## src/rtl/cpu_dma_queue_regs_pkg.sv

```systemverilog
// Shared constants for the DMA queue statistics register block:
// per-channel register indices, ctrl bit positions and the bad-address read value.
package cpu_dma_queue_regs_pkg;

  localparam logic [2:0] IDX_TX_TIMEOUT = 3'd0;
  localparam logic [2:0] IDX_TX_PKT     = 3'd1;
  localparam logic [2:0] IDX_RX_PKT     = 3'd2;
  localparam logic [2:0] IDX_RX_DROP    = 3'd3;
  localparam logic [2:0] IDX_CTRL       = 3'd4;
  localparam logic [2:0] IDX_SAT        = 3'd5;

  localparam int CTRL_WD_EN_BIT      = 0;
  localparam int CTRL_CLR_ON_RD_BIT  = 1;

  localparam logic [31:0] BAD_ADDR_DATA = 32'hDEADBEEF;

endpackage

```

## src/rtl/dma_chan_stat_cnt.sv

```systemverilog
// One channel's four saturating event counters plus the sticky saturation flags.
// Counter k counts i_evt[k]; a load beats a clear-on-read, which beats counting.
module dma_chan_stat_cnt #(
  parameter int CNT_WIDTH = 32
) (
  input  logic                      clk,
  input  logic                      reset_n,
  input  logic [3:0]                i_evt,
  input  logic [3:0]                i_load,
  input  logic [3:0]                i_rd_clr,
  input  logic [3:0]                i_sat_clr,
  input  logic [CNT_WIDTH-1:0]      i_load_data,
  output logic [3:0][CNT_WIDTH-1:0] o_cnt,
  output logic [3:0]                o_sat
);

  localparam logic [CNT_WIDTH-1:0] CNT_MAX = '1;
  localparam logic [CNT_WIDTH-1:0] CNT_ONE = CNT_WIDTH'(1);

  logic [3:0][CNT_WIDTH-1:0] r_cnt;
  logic [3:0]                r_sat;
  logic [3:0]                w_sat_set;

  // An event landing on an all-ones counter is the overflow that gets flagged.
  always_comb begin
    w_sat_set = '0;
    for (int k = 0; k < 4; k++) begin
      w_sat_set[k] = i_evt[k] && (r_cnt[k] == CNT_MAX);
    end
  end

  always_ff @(posedge clk or negedge reset_n) begin
    if (!reset_n) begin
      r_cnt <= '0;
      r_sat <= '0;
    end else begin
      for (int k = 0; k < 4; k++) begin
        if (i_load[k]) begin
          r_cnt[k] <= i_load_data;
        end else if (i_rd_clr[k]) begin
          r_cnt[k] <= i_evt[k] ? CNT_ONE : '0;
        end else if (i_evt[k] && !w_sat_set[k]) begin
          r_cnt[k] <= r_cnt[k] + CNT_ONE;
        end
      end
      r_sat <= (r_sat & ~i_sat_clr) | w_sat_set;
    end
  end

  assign o_cnt = r_cnt;
  assign o_sat = r_sat;

endmodule

```

## src/rtl/cpu_dma_queue_stats_regs.sv

```systemverilog
// CPU register window onto per-channel DMA queue statistics counters, watchdog
// enables and clear-on-read control; one access per rising edge of reg_req.
module cpu_dma_queue_stats_regs
  import cpu_dma_queue_regs_pkg::*;
#(
  parameter int NUM_CHANNELS   = 4,
  parameter int CNT_WIDTH      = 32,
  parameter int REG_ADDR_WIDTH = 8
) (
  input  logic                      clk,
  input  logic                      reset_n,
  input  logic [NUM_CHANNELS-1:0]   tx_timeout,
  input  logic [NUM_CHANNELS-1:0]   tx_pkt,
  input  logic [NUM_CHANNELS-1:0]   rx_pkt,
  input  logic [NUM_CHANNELS-1:0]   rx_drop,
  input  logic                      reg_req,
  input  logic                      reg_rd_wr_L,
  input  logic [REG_ADDR_WIDTH-1:0] reg_addr,
  input  logic [31:0]               reg_wr_data,
  output logic [31:0]               reg_rd_data,
  output logic                      reg_ack,
  output logic [NUM_CHANNELS-1:0]   wd_enable
);

  // Handshake: reg_req is a level held by the requester until it sees reg_ack.
  // Only a 0->1 edge of reg_req starts an access, so a held request is acked
  // exactly once; reg_ack pulses the cycle after that edge with reg_rd_data valid.
  logic                      r_req_d;
  logic                      r_ack;
  logic [31:0]               r_rd_data;
  logic [NUM_CHANNELS-1:0]   r_wd_en;
  logic [NUM_CHANNELS-1:0]   r_cor;

  logic                      w_start;
  logic [2:0]                w_idx;
  logic [REG_ADDR_WIDTH-1:0] w_chan;
  logic [NUM_CHANNELS-1:0]   w_sel;
  logic [31:0]               w_rd_val;
  logic                      w_unused_wr;

  logic [3:0][CNT_WIDTH-1:0] w_cnt [NUM_CHANNELS];
  logic [3:0]                w_sat [NUM_CHANNELS];

  assign w_start     = reg_req && !r_req_d;
  assign w_idx       = reg_addr[2:0];
  assign w_chan      = reg_addr >> 3;
  assign w_unused_wr = ^reg_wr_data;

  // Upper address bits are part of w_chan, so a nonzero upper field selects nothing.
  always_comb begin
    w_sel = '0;
    for (int c = 0; c < NUM_CHANNELS; c++) begin
      w_sel[c] = (w_chan == REG_ADDR_WIDTH'(c));
    end
  end

  always_comb begin
    w_rd_val = BAD_ADDR_DATA;
    for (int c = 0; c < NUM_CHANNELS; c++) begin
      if (w_sel[c]) begin
        case (w_idx)
          IDX_TX_TIMEOUT, IDX_TX_PKT, IDX_RX_PKT, IDX_RX_DROP:
            w_rd_val = 32'(w_cnt[c][w_idx[1:0]]);
          IDX_CTRL: w_rd_val = {30'd0, r_cor[c], r_wd_en[c]};
          IDX_SAT:  w_rd_val = {28'd0, w_sat[c]};
          default:  w_rd_val = BAD_ADDR_DATA;
        endcase
      end
    end
  end

  always_ff @(posedge clk or negedge reset_n) begin
    if (!reset_n) begin
      r_req_d   <= 1'b0;
      r_ack     <= 1'b0;
      r_rd_data <= '0;
    end else begin
      r_req_d <= reg_req;
      r_ack   <= w_start;
      if (w_start && reg_rd_wr_L) begin
        r_rd_data <= w_rd_val;
      end
    end
  end

  always_ff @(posedge clk or negedge reset_n) begin
    if (!reset_n) begin
      r_wd_en <= '1;
      r_cor   <= '0;
    end else if (w_start && !reg_rd_wr_L && (w_idx == IDX_CTRL)) begin
      for (int c = 0; c < NUM_CHANNELS; c++) begin
        if (w_sel[c]) begin
          r_wd_en[c] <= reg_wr_data[CTRL_WD_EN_BIT];
          r_cor[c]   <= reg_wr_data[CTRL_CLR_ON_RD_BIT];
        end
      end
    end
  end

  for (genvar c = 0; c < NUM_CHANNELS; c++) begin : g_chan
    logic [3:0] w_evt;
    logic [3:0] w_ld;
    logic [3:0] w_clr;
    logic [3:0] w_sclr;

    assign w_evt = {rx_drop[c], rx_pkt[c], tx_pkt[c], tx_timeout[c]};

    // Index bit 2 clear means one of the four counters.
    always_comb begin
      w_ld   = '0;
      w_clr  = '0;
      w_sclr = '0;
      if (w_start && w_sel[c]) begin
        if (!reg_rd_wr_L) begin
          if (!w_idx[2]) w_ld[w_idx[1:0]] = 1'b1;
          if (w_idx == IDX_SAT) w_sclr = reg_wr_data[3:0];
        end else if (r_cor[c] && !w_idx[2]) begin
          w_clr[w_idx[1:0]] = 1'b1;
        end
      end
    end

    dma_chan_stat_cnt #(
      .CNT_WIDTH (CNT_WIDTH)
    ) u_cnt (
      .clk         (clk),
      .reset_n     (reset_n),
      .i_evt       (w_evt),
      .i_load      (w_ld),
      .i_rd_clr    (w_clr),
      .i_sat_clr   (w_sclr),
      .i_load_data (reg_wr_data[CNT_WIDTH-1:0]),
      .o_cnt       (w_cnt[c]),
      .o_sat       (w_sat[c])
    );
  end

  assign reg_rd_data = r_rd_data;
  assign reg_ack     = r_ack;
  assign wd_enable   = r_wd_en;

endmodule
```

## config.mk

```make
export PLATFORM = sky130hd
export DESIGN_NAME = cpu_dma_queue_stats_regs
export DESIGN_NICKNAME = d
export VERILOG_FILES = /design/src/rtl/cpu_dma_queue_regs_pkg.sv /design/src/rtl/dma_chan_stat_cnt.sv /design/src/rtl/cpu_dma_queue_stats_regs.sv
export SDC_FILE = /design/constraint.sdc
export NUM_CORES = 2
export LEC_CHECK = 0
export ABC_AREA = 0
export BUFFER_PORTS_ARGS = -buffer_cell sky130_fd_sc_hd__buf_4
export CORE_ASPECT_RATIO = 2
export CORE_MARGIN = 2
export CORE_UTILIZATION = 55
export DETAILED_ROUTE_END_ITERATION = 16
export HOLD_SLACK_MARGIN = 0.06
export PLACE_DENSITY = 0.71
export SLEW_MARGIN = 20
export SYNTH_ARGS = -nofsm -noshare
export SYNTH_HDL_FRONTEND = slang
export SYNTH_SLANG_ARGS = --single-unit
```

## constraint.sdc

```tcl
create_clock -name clk -period 2.9 [get_ports clk]
set_input_delay 0.58 -clock clk [delete_from_list [all_inputs] [get_ports clk]]
set_output_delay 0.58 -clock clk [all_outputs]
set_load 0.005 [all_outputs]
```

* Yosys cells after proc, flatten, opt, wreduce, memory -nomap -nowiden
Cells that the tools add are included.
** Word-level totals
- Register bits after elaboration :: 570
- Input port bits :: 60
- Word-level logic and storage cells :: 278
** Cells by class
- $add $sub $neg :: 16
- Magnitude comparators :: 2
- Equality and inequality tests :: 24
- Muxes and demuxes :: 106
- Bitwise logic cells :: 12
- Reductions and logical operators :: 87
** Operator list (count)
- 32-bit two-way mux :: 56
- 32-bit by 1-bit adder with 32-bit output (second input constant) :: 16
- 32-bit equality test (second input constant) :: 16
- 32-bit case mux with 3 select lines :: 4
- 32-bit binary-select mux with 2-bit select :: 4
- 4-bit two-way mux :: 24
- 3-bit nonzero test :: 16
- 1-bit logical AND :: 45
- 1-bit zero test :: 19
- 1-bit two-way mux :: 17
- 4-bit bitwise AND :: 4
- 4-bit NOT :: 4
- 4-bit bitwise OR :: 4
- 5-bit by 2-bit equality test with 1-bit output (second input constant) :: 2
- 8-bit zero test :: 1
- 2-bit AND reduction :: 4
- 3-bit by 2-bit equality test with 1-bit output (second input constant) :: 2
- 3-bit equality test (second input constant) :: 2
- 5-bit by 1-bit equality test with 1-bit output (second input constant) :: 1
- 4-bit OR reduction :: 1
- 3-bit by 1-bit equality test with 1-bit output (second input constant) :: 1
- 3-bit zero test :: 1
- 2-bit by 3-bit less-than comparator with 1-bit output (second input constant) :: 1
- 1-bit demux with 2-bit select :: 1
- 2-bit by 1-bit greater-or-equal comparator with 1-bit output (second input constant) :: 1

* Longest topological paths before layout
- Depth after elaboration :: 9
- Depth in mapped cells :: 11
- Depth with buffers taken out :: 7

* Hierarchy
Synthesis repeated with hierarchy kept, for this count alone.
** Second synthesis, totals
- Cells, all modules :: 4847
- Area total of the unflattened synthesis :: 41905.2 sq um
** By module, submodules not included
- dma_chan_stat_cnt (g_chan[1].u_cnt ...) :: instances 2, cells each 1097, area an instance 9217.6 sq um
- dma_chan_stat_cnt (g_chan[3].u_cnt) :: instances 1, cells each 1109, area an instance 9211.3 sq um
- dma_chan_stat_cnt (g_chan[0].u_cnt) :: instances 1, cells each 983, area an instance 8091.5 sq um
- cpu_dma_queue_stats_regs :: instances 1, cells each 561, area an instance 6167.2 sq um

* Least setup slack after synthesis
OpenSTA, ideal clock, no wires.
- Path type :: input-to-reg
- Start point :: input reg_addr[1]
- End point :: register r_rd_data[4] (netlist: reg_rd_data[4])
- Setup time :: 0.122 ns
- Data arrival time :: 2.702 ns
- Required time :: 2.778 ns
- Path slack :: 0.076 ns
- Stages :: 5
- Path buffers :: 2
- Cell sequence :: buf_1 -> buf_1 -> mux4_2 -> mux4_2 -> a32o_1
** Between the ends
- Longest elaborated chain between the ends :: 7
- Elaborated cells on any way between the ends :: 23
** RTL lines
- start: declaration :: line cpu_dma_queue_stats_regs.sv:18 : input logic [REG_ADDR_WIDTH-1:0] reg_addr,
- 3-bit by 1-bit equality test with 1-bit output (tied with other cells) :: line cpu_dma_queue_stats_regs.sv:61 : case (w_idx)
- 4-bit OR reduction or 32-bit two-way mux (tied branches) :: line cpu_dma_queue_stats_regs.sv:61, cpu_dma_queue_stats_regs.sv:63
- 32-bit case mux with 3 select lines :: line cpu_dma_queue_stats_regs.sv:61
- 32-bit two-way mux (3 in series) :: line cpu_dma_queue_stats_regs.sv:60 : if (w_sel[c]) begin
- 32-bit two-way mux (*) :: line cpu_dma_queue_stats_regs.sv:60
- end signal: assignment :: line cpu_dma_queue_stats_regs.sv:81 : r_rd_data <= w_rd_val;
- end: declaration :: line cpu_dma_queue_stats_regs.sv:30 : logic [31:0] r_rd_data;
Every way passes the cells marked *; elsewhere a longest branch is shown, timed or not. The select of a mux whose other input is x is not followed.
A chain may end at the register's enable or synchronous reset.

* Worst setup path in the final report
- Start point :: register g_chan[3].u_cnt.r_cnt, in the netlist g_chan[3].u_cnt.o_cnt[1]
- End point :: register g_chan[3].u_cnt.r_cnt, in the netlist g_chan[3].u_cnt.o_cnt[29]
** Between the ends
- Longest elaborated chain between the ends :: 5
- Elaborated cells on any way between the ends :: 9
** RTL lines
- start: declaration :: line dma_chan_stat_cnt.sv:20 : logic [3:0][CNT_WIDTH-1:0] r_cnt;
- start signal: indexed assignment :: line dma_chan_stat_cnt.sv:39 : r_cnt[k] <= i_load_data;
- start signal: indexed assignment :: line dma_chan_stat_cnt.sv:41 : r_cnt[k] <= i_evt[k] ? CNT_ONE : '0;
- start signal: indexed assignment :: line dma_chan_stat_cnt.sv:43 : r_cnt[k] <= r_cnt[k] + CNT_ONE;
- parallel branches: the longest is 5 deep, another holds 32-bit by 1-bit adder with 32-bit output
Several ways; the timed one is not identified. The select of a mux whose other input is x is not followed.

==> impl_results.md <==
* Clk slew on worst S/H paths at ~80 ps
* Most instantiated library cell after synthesis: sky130_fd_sc_hd__nand2_1
* Synth area leaders: sky130_fd_sc_hd__dfrtp_1 (35%), sky130_fd_sc_hd__nand2_1 (8.0%), sky130_fd_sc_hd__mux4_2 (7.4%)
* CP Data Required Time at between 3000 and 4000 ps
* Die X-Extent at 196 um
* Count of TritonRoute iterations in the first routing pass at 8
* Pins Over Slew Limit at 0
* Die area at ~76000 sq um
* Number of H-tree levels at 2
* Register area share after synthesis at a little over a third
* Data arrival time at the worst-slack endpoint at roughly 3300 ps
* Share of flip-flops with an asynchronous set or reset at between 90% and 100%
* Yosys warning total at 0
* Clock tree from TritonCTS: built
* RSZ-0062 raised after global routing: false
* Number of flip-flops and latches in the synthesized netlist at between 500 and 600
* Count of different cell masters after synthesis at 100
* Number of ports placed on the die boundary at 97
* Max-cap viol count at 0
* Drt drc at 0
* TritonCTS buffer count at 57
* Post-synthesis average cell area at slightly above 8 sq um
* Setup clock skew after layout at about 28 ps
* Leading post-synthesis cells by instance count: sky130_fd_sc_hd__nand2_1 (866), sky130_fd_sc_hd__dfrtp_1 (566), sky130_fd_sc_hd__a21oi_1 (537)
* Final wirelength at between 200000 and 250000 um
* Number of flops mapped to enable cells by yosys at 0
* Nets in the synthesized netlist at ~5000
* Leakage Power at 18.3 nW
* Vert. Die Dim at ~390 um
* Routed Antenna Nets at 0
* Wirelength per Cell at between 30 and 40 um
* Timing-limited maximum frequency at approximately 360 MHz
* Core Box Area at between 70000 and 80000 sq um
* Initial antenna violation count at 23
* Pin count of the biggest net entering global routing at 70
* Effective utilization at floorplan at a little under three fifths
* Outcome: finished, final reports clean
* Starting DRT DRC Count at 6339
* Total power at 24.3 mW
* Most used flip-flop cell after synthesis: sky130_fd_sc_hd__dfrtp_1
* Number of placement rows at about 140
* Capture instance of the worst register-to-register path: g_chan[3].u_cnt.o_cnt[29]
* Count of buffers added by post-CTS timing repair for setup at 0
* Setup-failing EPs final at 0
* Cell taking the most area after synthesis: sky130_fd_sc_hd__dfrtp_1
* Instance count of the mapped netlist at between 4000 and 5000
* Weighted congestion reported at the end of routability-driven placement at 1.22
* Hold violation total from the final report at 0
* Normalized max-slew margin at around 34%
* Global-route wire length before repair at 301000 um
* Aggregate global routing overflow at 0
* Register-to-register setup slack at roughly 140 ps
* Fraction of final layout cells sized beyond drive strength 1 at 16.5%
* Number of cells on the worst hold path at 3
* Worst Hold Class: input pin to flop
* Latest clock arrival within the worst-skew pair at 700 ps
* Total via count in the routed design at 46600
* Via count of the first global-routing pass at roughly 44000
* Setup crit start kind: flop
* Critical setup path kind: flop to flop
* Clock tree root buffer cell: sky130_fd_sc_hd__clkbuf_16
* Cell Area, Synth at between 40000 and 50000 sq um
* Terminating pin of the worst hold path: g_chan[2].u_cnt.o_sat[0]
* Peak fanout along the critical path at 9
* Pre-CTS setup slack at -12.3 ps
* PnR worst setup slack at about 140 ps
* Drt via density at approximately 7.6
* Worst vdd rail ir drop at 527 uV
* GRT Total Usage at 54.1%
* Worst-case clock buffer depth at 3
* FF-to-FF path depth at 7
* Origin of the worst min-delay path: tx_timeout[2]
* Number of buffers added on ports at 96
* Ratio of final minimum period to clock period at between 90% and 100%
* Capturing element type of the critical path: flop
* Worst reg2reg path startpoint: g_chan[3].u_cnt.o_cnt[1]
* Ratio of total power to cell area at approximately 520 nW/um^2
* Post-route minimum period at between 2000 and 3000 ps
* Clock net sink count at 570
* Transition time at the pin with the least slew margin at 981 ps
* Net total in the final layout at 5249
* Synth-to-layout area growth at 15.3%
* Area share of the largest cell type after synthesis at a little over a third
* Estimated wirelength of the detail-placed design at about 150000 um
## cell type report
class,instances,area [sq um]
diodes,19,47.5
clock buffers,78,1690
clock inverters,29,320
fillers,6518,26600
inverters,61,229
multi-input cells,3980,24800
flip-flops and latches,570,14300
well taps,929,1160
repair buffers,503,4370
## critical path: stages, from the launching register on
cell and delay (ps):
sky130_fd_sc_hd__dfrtp_1 450, sky130_fd_sc_hd__ha_1 260, sky130_fd_sc_hd__and4_1 220, sky130_fd_sc_hd__nand4_1 290, sky130_fd_sc_hd__o41a_1 540, sky130_fd_sc_hd__nand3_1 260, sky130_fd_sc_hd__a2111oi_0 510, sky130_fd_sc_hd__nor3_1 80
## power breakdown
group | internal, mW | total, mW | switching [mW]
clock | 4.54 | 8.34 | 3.80
sequential | 8.85 | 10.4 | 1.57
combinational | 2.12 | 5.54 | 3.42
total | 15.5 | 24.3 | 8.79
## per-layer routing
layer / wire, um / share of wire [%] / vias up / global-route usage (%)
li1: - / - / 19100 / -
met1: 63100 / 30 / 22000 / 57.4
met2: 89000 / 43 / 3964 / 80.8
met3: 27400 / 13 / 1458 / 19.3
met4: 28200 / 14 / 16 / 55.8
met5: 113 / 0.054 / - / 0
## cell usage in the layout (no fill, tap or decap), types with 48 or more instances in the layout
| master | n |
|---|---|
| sky130_fd_sc_hd__a211oi_1 | 48 |
| sky130_fd_sc_hd__a21oi_1 | 537 |
| sky130_fd_sc_hd__a31oi_1 | 71 |
| sky130_fd_sc_hd__and3_1 | 79 |
| sky130_fd_sc_hd__and4_1 | 62 |
| sky130_fd_sc_hd__buf_4 | 452 |
| sky130_fd_sc_hd__clkbuf_16 | 59 |
| sky130_fd_sc_hd__dfrtp_1 | 566 |
| sky130_fd_sc_hd__inv_1 | 57 |
| sky130_fd_sc_hd__mux4_2 | 134 |
| sky130_fd_sc_hd__nand2_1 | 866 |
| sky130_fd_sc_hd__nand3_1 | 257 |
| sky130_fd_sc_hd__nand4_1 | 185 |
| sky130_fd_sc_hd__nor2_1 | 283 |
| sky130_fd_sc_hd__nor3_1 | 111 |
| sky130_fd_sc_hd__nor4_1 | 57 |
| sky130_fd_sc_hd__o21ai_0 | 425 |
| sky130_fd_sc_hd__o31ai_1 | 55 |
| sky130_fd_sc_hd__xnor2_1 | 66 |
| sky130_fd_sc_hd__xor2_1 | 69 |
## per-stage QoR
stage	hold WS [ps]	utilization [%]	std cells	TNS (ps)	instance area (sq um)
final	242	63.8	6169	0	46900
after global routing	251	63.7	6150	0	46900
after CTS	237	63.7	6150	0	46900
after detailed placement	494	61.0	6041	-12.3	44800
after global placement	490	61.0	6041	0	44800
after floorplan	284	-	4973	0	40700
## timing repair
action,in CTS,in global routing
hold endpoints to repair,32,0
hold buffers,2,0
resized for setup,0,1
setup endpoints to repair,0,11
## worst max-delay path by stage
stage               cells past startpoint                      start                    endpoint  slack, ps
finish                                  7   g_chan[3].u_cnt.o_cnt[1]   g_chan[3].u_cnt.o_cnt[29]        140
global route                            7  g_chan[0].u_cnt.o_cnt[96]  g_chan[0].u_cnt.o_cnt[113]          3
CTS                                     8   g_chan[3].u_cnt.o_cnt[1]    g_chan[3].u_cnt.o_cnt[8]        130
detailed placement                      9                reg_addr[6]   g_chan[3].u_cnt.o_cnt[96]        -10
global placement                        9                reg_addr[6]   g_chan[3].u_cnt.o_cnt[96]         30
floorplan                               5                reg_addr[1]              reg_rd_data[4]         80
## cell families (layout without fill, tap and decap cells)
logic type | after synthesis | after routing | synth area share [%]
AOI/OAI and AO/OA | 1548 | 1548 | 23.7
buffers and inverters | 423 | 671 | 4.31
xor gates and xnor gates | 135 | 135 | 2.90
adders and majority gates | 16 | 16 | 0.492
DFF | 570 | 570 | 35.1
muxes | 158 | 158 | 8.06
and+or+nand+nor | 2123 | 2123 | 25.5
other | 0 | 19 | 0
## registers in the layout (all words and copies together) (netlist names)
signal,cells
g_chan.u_cnt.o_cnt,512
reg_rd_data,32
g_chan.u_cnt.o_sat,16
r_cor,4
wd_enable,4
r_req_d,1
reg_ack,1
Power figures use the tool's default switching activity.
